[src/rtl/mv_block_sequencer.sv]
// Raster-order MV fetcher for the MVF engine: READ -> WAIT_DATA -> ISSUE -> WAIT_NXT per block, 4-cycle minimum period.
// Backpressure: holds in WAIT_NXT until Nxt_block_sig; enable=0 freezes all states except WAIT_DATA.
module mv_block_sequencer #(
   parameter int DIM_W   = 8,
   parameter int MV_W    = 8,
   parameter int MADDR_W = 16
) (
   input  logic                CLK,
   input  logic                reset,
   input  logic                enable,
   input  logic                start,
   input  logic [DIM_W-1:0]    height,
   input  logic [DIM_W-1:0]    width,
   output logic                mem_rd,
   output logic [MADDR_W-1:0]  mem_addr,
   input  logic [2*MV_W-1:0]   mem_rdata,
   output logic                Vector_sig,
   output logic [MV_W-1:0]     mv_x,
   output logic [MV_W-1:0]     mv_y,
   output logic [DIM_W-1:0]    addr_x,
   output logic [DIM_W-1:0]    addr_y,
   input  logic                Nxt_block_sig,
   output logic                busy,
   output logic                frame_done
);

   typedef enum logic [2:0] {
      S_IDLE, S_READ, S_WAIT_DATA, S_ISSUE, S_WAIT_NXT, S_DONE
   } state_t;

   state_t            state;
   logic [DIM_W-1:0]  wid_q;
   logic [DIM_W-1:0]  hgt_q;
   logic [DIM_W-1:0]  x_cnt;
   logic [DIM_W-1:0]  y_cnt;
   logic              last_blk;
   logic              last_col;

   assign last_col = (x_cnt == wid_q - DIM_W'(1));
   assign last_blk = last_col && (y_cnt == hgt_q - DIM_W'(1));

   always_ff @(posedge CLK) begin
      if (reset) begin
         state      <= S_IDLE;
         wid_q      <= '0;
         hgt_q      <= '0;
         x_cnt      <= '0;
         y_cnt      <= '0;
         mem_rd     <= 1'b0;
         mem_addr   <= '0;
         Vector_sig <= 1'b0;
         mv_x       <= '0;
         mv_y       <= '0;
         addr_x     <= '0;
         addr_y     <= '0;
         busy       <= 1'b0;
         frame_done <= 1'b0;
      end else begin
         case (state)
            S_IDLE: begin
               if (start && enable) begin
                  wid_q    <= width;
                  hgt_q    <= height;
                  x_cnt    <= '0;
                  y_cnt    <= '0;
                  mem_addr <= '0;
                  busy     <= 1'b1;
                  // An empty frame arms its done pulse one cycle after entering DONE.
                  if (width == '0 || height == '0) begin
                     state <= S_DONE;
                  end else begin
                     state  <= S_READ;
                     mem_rd <= 1'b1;
                  end
               end
            end
            // Strobe states: once the strobe has been high for a cycle the action is
            // done and the FSM moves on; a frozen entry re-arms the strobe on re-enable.
            S_READ: begin
               if (mem_rd) begin
                  mem_rd <= 1'b0;
                  state  <= S_WAIT_DATA;
               end else if (enable) begin
                  mem_rd <= 1'b1;
               end
            end
            S_WAIT_DATA: begin
               mv_x       <= mem_rdata[2*MV_W-1:MV_W];
               mv_y       <= mem_rdata[MV_W-1:0];
               addr_x     <= x_cnt;
               addr_y     <= y_cnt;
               Vector_sig <= enable;
               state      <= S_ISSUE;
            end
            S_ISSUE: begin
               if (Vector_sig) begin
                  Vector_sig <= 1'b0;
                  state      <= S_WAIT_NXT;
               end else if (enable) begin
                  Vector_sig <= 1'b1;
               end
            end
            S_WAIT_NXT: begin
               if (enable && Nxt_block_sig) begin
                  if (last_blk) begin
                     state      <= S_DONE;
                     frame_done <= 1'b1;
                  end else begin
                     if (last_col) begin
                        x_cnt <= '0;
                        y_cnt <= y_cnt + DIM_W'(1);
                     end else begin
                        x_cnt <= x_cnt + DIM_W'(1);
                     end
                     mem_addr <= mem_addr + MADDR_W'(1);
                     mem_rd   <= 1'b1;
                     state    <= S_READ;
                  end
               end
            end
            S_DONE: begin
               if (frame_done) begin
                  frame_done <= 1'b0;
                  busy       <= 1'b0;
                  state      <= S_IDLE;
               end else if (enable) begin
                  frame_done <= 1'b1;
               end
            end
            default: state <= S_IDLE;
         endcase
      end
   end

endmodule

[config.mk]
export PLATFORM = sky130hd
export DESIGN_NAME = mv_block_sequencer
export DESIGN_NICKNAME = d
export VERILOG_FILES = /design/src/rtl/mv_block_sequencer.sv
export SDC_FILE = /design/constraint.sdc
export NUM_CORES = 1
export LEC_CHECK = 0
export CAP_MARGIN = 20
export CORE_ASPECT_RATIO = 0.6
export CORE_MARGIN = 10
export CORE_UTILIZATION = 46
export DETAILED_ROUTE_END_ITERATION = 6
export GPL_TIMING_DRIVEN = 0
export PLACE_DENSITY = 0.76
export SYNTH_ARGS = -nofsm -noshare
export SYNTH_HDL_FRONTEND = slang
export SYNTH_SLANG_ARGS = --single-unit
[constraint.sdc]
create_clock -name CLK -period 2.3 [get_ports CLK]
set_input_delay 0.345 -clock CLK [delete_from_list [all_inputs] [get_ports CLK]]
set_output_delay 0.345 -clock CLK [all_outputs]
set_load 0.03 [all_outputs]
==> Yosys cells after proc, flatten, opt, wreduce, memory -nomap -nowiden <==
Cells that the tools add are included.
Widths: inputs -> output; s select.
{ "word_totals": {"reg_bits": 87, "output_inout_bits": 52, "wordCells": 91} }
{ "classes": {"addsub": 5, "n_eq_ne": 16, "muxes": 37, "reduce_logical": 19} }
{ "op_table": {"columns": ["cell", "count"], "rows": [
  ["$mux 8", 7],
  ["$mux 16", 3],
  ["$pmux 16 s2", 1],
  ["$pmux 8 s2", 2],
  ["$mux 3", 7],
  ["$ne 2x2->1 const B", 9],
  ["$pmux 3 s6", 1],
  ["$add 16x1->16 const B", 1],
  ["$add 8x1->8 const B", 2],
  ["$eq 8x8->1", 2],
  ["$logic_not 8->1", 2],
  ["$sub 8x1->8 const B", 2],
  ["$reduce_and 5->1", 3],
  ["$mux 1", 12],
  ["$reduce_bool 2->1", 4],
  ["$eq 3x2->1 const B", 2],
  ["$eq 3x3->1 const B", 2],
  ["$pmux 1 s2", 3],
  ["$reduce_and 3->1", 2],
  ["$reduce_and 4->1", 1],
  ["$eq 3x1->1 const B", 1],
  ["$logic_and 1x1->1", 3],
  ["$logic_not 3->1", 1],
  ["$pmux 1 s3", 1],
  ["other kinds (3)", 3]
]} }

==> Logic depth before layout (Yosys ltp) <==
{ "logic_depth": {"word_depth": 6, "ltp_mapped": 14, "ltp_nobuf": 10} }

==> Worst setup path after synthesis <==
OpenSTA, ideal clock, no wires.
{ "synth_timing": {"path_type": "register to register", "from": "register wid_q[0]", "to": "register y_cnt[7]", "arrival_time_ps": 2311, "required_time_ps": 2230, "slack_ps": -81, "stages_incl_launch_ff": 14, "n_path_buf": 3, "cell_sequence": "dfxtp_1 inv_1 ha_1 buf_2 xor2_1 nor2_1 a21oi_1 a2111oi_4 and2_1 buf_6 o211ai_4 buf_6 or3_1 a21oi_1"} }
{ "synth_between": {"elab_chain_cells": 5, "word_cells_on_any_way": 6} }
{ "synth_lines": {"columns": ["item", "line", "text"], "rows": [
  ["start: declaration", "32", "logic [DIM_W-1:0] wid_q;"],
  ["start signal: assignment", "62", "wid_q <= width;"],
  ["$sub 8x1->8 *", "39", "assign last_col = (x_cnt == wid_q - DIM_W'(1));"],
  ["$eq 8x8->1 *", "39", null],
  ["$logic_and 1x1->1", "40", "assign last_blk = last_col && (y_cnt == hgt_q - DIM_W'(1));"],
  ["$ne 2x2->1 (no line)", null, null],
  ["$reduce_and 5->1 (no line) *", null, null],
  ["end signal: assignment", "111", "y_cnt <= y_cnt + DIM_W'(1);"],
  ["end: declaration", "35", "logic [DIM_W-1:0] y_cnt;"]
]} }
Every way passes the cells marked *; elsewhere a longest branch is shown, timed or not.
A chain may end at the register's enable or synchronous reset.

==> Worst setup path after layout <==
{ "layout_timing": {"from": "register wid_q[1]", "to": "register mem_addr[14]"} }
{ "layout_between": {"elab_chain_cells": 5} }
{ "layout_lines": {"columns": ["item", "line", "text"], "rows": [
  ["$sub 8x1->8", "39", null],
  ["$eq 8x8->1", "39", null],
  ["$logic_and 1x1->1", "40", null],
  ["$ne 2x2->1 (no line)", null, null],
  ["$reduce_and 4->1 (no line)", null, null],
  ["end signal: assignment", "115", "mem_addr <= mem_addr + MADDR_W'(1);"],
  ["end: declaration", "15", "output logic [MADDR_W-1:0] mem_addr,"]
]} }
No other way between the ends.

==> impl_metrics.csv <==
group,metric,value,unit
grt,grt_max_degree,14,
setup_path,r2r_slack,-0.13,ns
routing,final_antenna_net_count,0,
clocking,clock_sinks,87,
floorplan,rows,27,
clocking,cts-htree-levels,3,
sta,rsz0062_at_grt,"true",
setup_path,path_delay_family,"simple AND/OR/NAND/NOR gates",
flow_run,maxCapViolations,0,
setup_path,crit_buf_inv,3,
setup_path,slowest_delay,0.47,ns
clocking,ctsLongestPathBuffers,2,
floorplan,die-width,144,um
sta,worst_slew_pin_slew,0.570,ns
setup_path,cp_slowest_cell,"or4b_4",
hold_path,hold_path_class,"flip-flop to flip-flop",
setup_path,cpMostUsedCell,"buf_4",
setup_path,start_kind,"flip-flop",
logic_synthesis,synth_flop_cell,"dfxtp_1",
floorplan,start_util,46.8,%
place,numPortBuffers,88,
routing,wl,13100,um
sta,setup_ws,-0.135,ns
sta,hold_slack,0.452,ns
logic_synthesis,yosys_warnings,0,
setup_path,path_class,"flip-flop to flip-flop",
grt,grt_pass1_vias,4160,
sta,finalCriticalPeriod,2.43,ns
logic_synthesis,yosysUniqueCellTypes,53,
sta,drv_slew,0,
run_status,status,"finished, violations left",
routing,routed-via-count,4256,
sta,fin_crit_sh,106,%
floorplan,die_h,94.5,um
cells_and_area,final_cells,767,
logic_synthesis,yosysTopAreaCellShare,41.0,%
setup_path,cp.required,2.52,ns
setup_path,reg2regPathDepth,11,
sta,slew_headroom,62.0,%
clocking,insertion_delay,0.34,ns
logic_synthesis,ys_top_cells_by_area,"dfxtp_1 (41%), a21oi_1 (8.6%), nand2_1 (8.0%)",
setup_path,crit_path_max_fanout,3,
cells_and_area,diodes,0,
routing,drt_pass1_iterations,5,
routing,wl_per_cell,17.1,um
logic_synthesis,synth.most_common_cell,"nand2_1",
floorplan,core,9090,um^2
run_status,violations,"setup timing",
grt,antenna_found_initial,0,
logic_synthesis,synth-seq-cells,87,
routing,drt_iter0_markers,310,
place,place_congestion,0.951,
grt,grt_remaining_overflow,0,
grt,grt_pass1_wl,20500,um
logic_synthesis,synth_area,4250,um^2
cells_and_area,finish.net_count,688,
setup_path,worstSetupPathDepth,11,
place,dp_slack,-0.687,ns
floorplan,die_area,13600,um^2
routing,remaining_drc_errors,0,
clocking,cts-root-buf,"clkbuf_16",
sta,fmax,0.411,GHz
clocking,cts_tree,"done",
power,ir_worst_vdd,0.000413,V
floorplan,ios,89,
cells_and_area,drive_gt1_share,14.0,%
place,dp.cells,733,
logic_synthesis,synthTopCellsByCount,"nand2_1 (91), dfxtp_1 (87), a21oi_1 (73)",
logic_synthesis,seq_area_frac_synth,41.0,%
logic_synthesis,synth_fp_nets,571,
setup_path,arrival,2.66,ns
power,leakage,2.11,nW
cells_and_area,area_delta_synth_final,40.9,%
logic_synthesis,netlist.top_cell.by_area,"dfxtp_1",
logic_synthesis,synth-edff-count,0,
sta,hold_viol_final,0,
sta,fin_skew,0.00602,ns
setup_path,cp-end-kind,"flip-flop",
routing,via_per_inst,5.55,
setup_path,path_cells,"buf_4 -> or2_4 -> nor4_4 -> xnor2_2 -> a2111oi_4 -> nand4_1 -> buf_4 -> or4b_4 -> buf_6 -> o21ai_0 -> a21oi_1",
logic_synthesis,avgSynthCellArea,8.04,um^2
logic_synthesis,synthCells,529,
grt,track_usage,18.6,%
place,dp_hpwl,9220,um
hold_path,min_delay_path_depth,2,
sta,setup_viol,24,
logic_synthesis,async_reset_ff_share,0,%
clocking,path_clk_slew,0.06,ns
power,powerDensity,607,nW/um^2
clocking,cts_buffers,9,
-- area by class of cell --
| cell class | count | area, um^2 |
|---|---|---|
| Buffer | 34 | 195 |
| Clock buffer | 12 | 246 |
| Clock inverter | 4 | 45.0 |
| Fill cell | 720 | 3100 |
| Inverter | 10 | 37.5 |
| Multi-Input combinational cell | 397 | 2480 |
| Sequential cell | 87 | 1750 |
| Tap cell | 116 | 145 |
| Timing Repair Buffer | 107 | 1090 |
-- cell usage in the layout, fill, tap and decap left out, types with 13 or more instances in the layout --
cell	n
clkdlybuf4s50_1	88
xor2_1	14
nand3_1	16
mux2i_1	19
or3_1	13
nor2_1	50
clkbuf_1	21
a21oi_1	66
dfxtp_1	81
nand2_1	91
-- where the power goes --
| part | leakage, nW | switching (mW) | internal (mW) |
|---|---|---|---|
| logic | 1.26 | 0.312 | 0.281 |
| registers | 0.707 | 0.0481 | 1.55 |
| clock network | 0.146 | 0.585 | 0.866 |
-- tightest hold or removal path: stages, from the launching register on --
cell and delay [ns]:
dfxtp_1 0.30, nand2_1 0.05, a21oi_1 0.05
-- registers in the layout (all words and copies together), names as in the netlist --
register	count
Vector_sig	1
mem_addr	16
mv_x	8
addr_y	8
state	3
x_cnt	8
y_cnt	8
addr_x	8
hgt_q	8
frame_done	1
mv_y	8
mem_rd	1
busy	1
wid_q	8
-- cell families after synthesis --
family                   after synthesis  share of synthesized area, %
XOR/XNOR                              26                          5.35
flip-flops                            87                          41.0
adder cells (fa/ha/maj)                5                          1.47
AND/OR/NAND/NOR                      229                          25.9
multiplexers                          19                          4.47
buffers and inverters                 45                          5.09
AO/OA/AOI/OAI                        118                          16.8
-- routing by layer --
| metal | GRT usage [%] | vias up | share of wire [%] | routed length, um |
|---|---|---|---|---|
| met3 | 5.51 | 26 | 7.5 | 986 |
| met4 | 6.20 | 0 | 1.8 | 233 |
| met1 | 23.0 | 1989 | 42 | 5520 |
| met2 | 30.6 | 167 | 48 | 6340 |
| li1 | - | 2074 | - | - |
| met5 | 0 | - | 0 | 0 |
-- worst paths after layout --
path             from           end
max reg2reg  wid_q[1]  mem_addr[14]
max          wid_q[1]  mem_addr[14]
min reg2reg   mv_x[3]       mv_x[3]
min           mv_x[3]       mv_x[3]
-- through the flow --
step | utilization, % | cell area (um^2) | power (mW) | setup TNS (ns)
after floorplan | - | 4260 | 1.93 | 0
after global placement | 58.2 | 5290 | 2.10 | -18.77
after detailed placement | 58.2 | 5290 | 2.11 | -19.75
after CTS | 65.1 | 5920 | 3.62 | -3.02
after global routing | 65.9 | 5990 | 3.76 | -5.46
final | 65.9 | 5990 | 3.64 | -1.57
-- timing repair --
action                     4_1_cts  5_1_grt
gates cloned                     1        0
gates resized for setup         42       19
hold buffers                     0        0
setup endpoints to repair       35       44
buffers inserted                16        2
hold endpoints to repair         0        0
pin swaps                       28       20
Power figures use the tool's default switching activity.
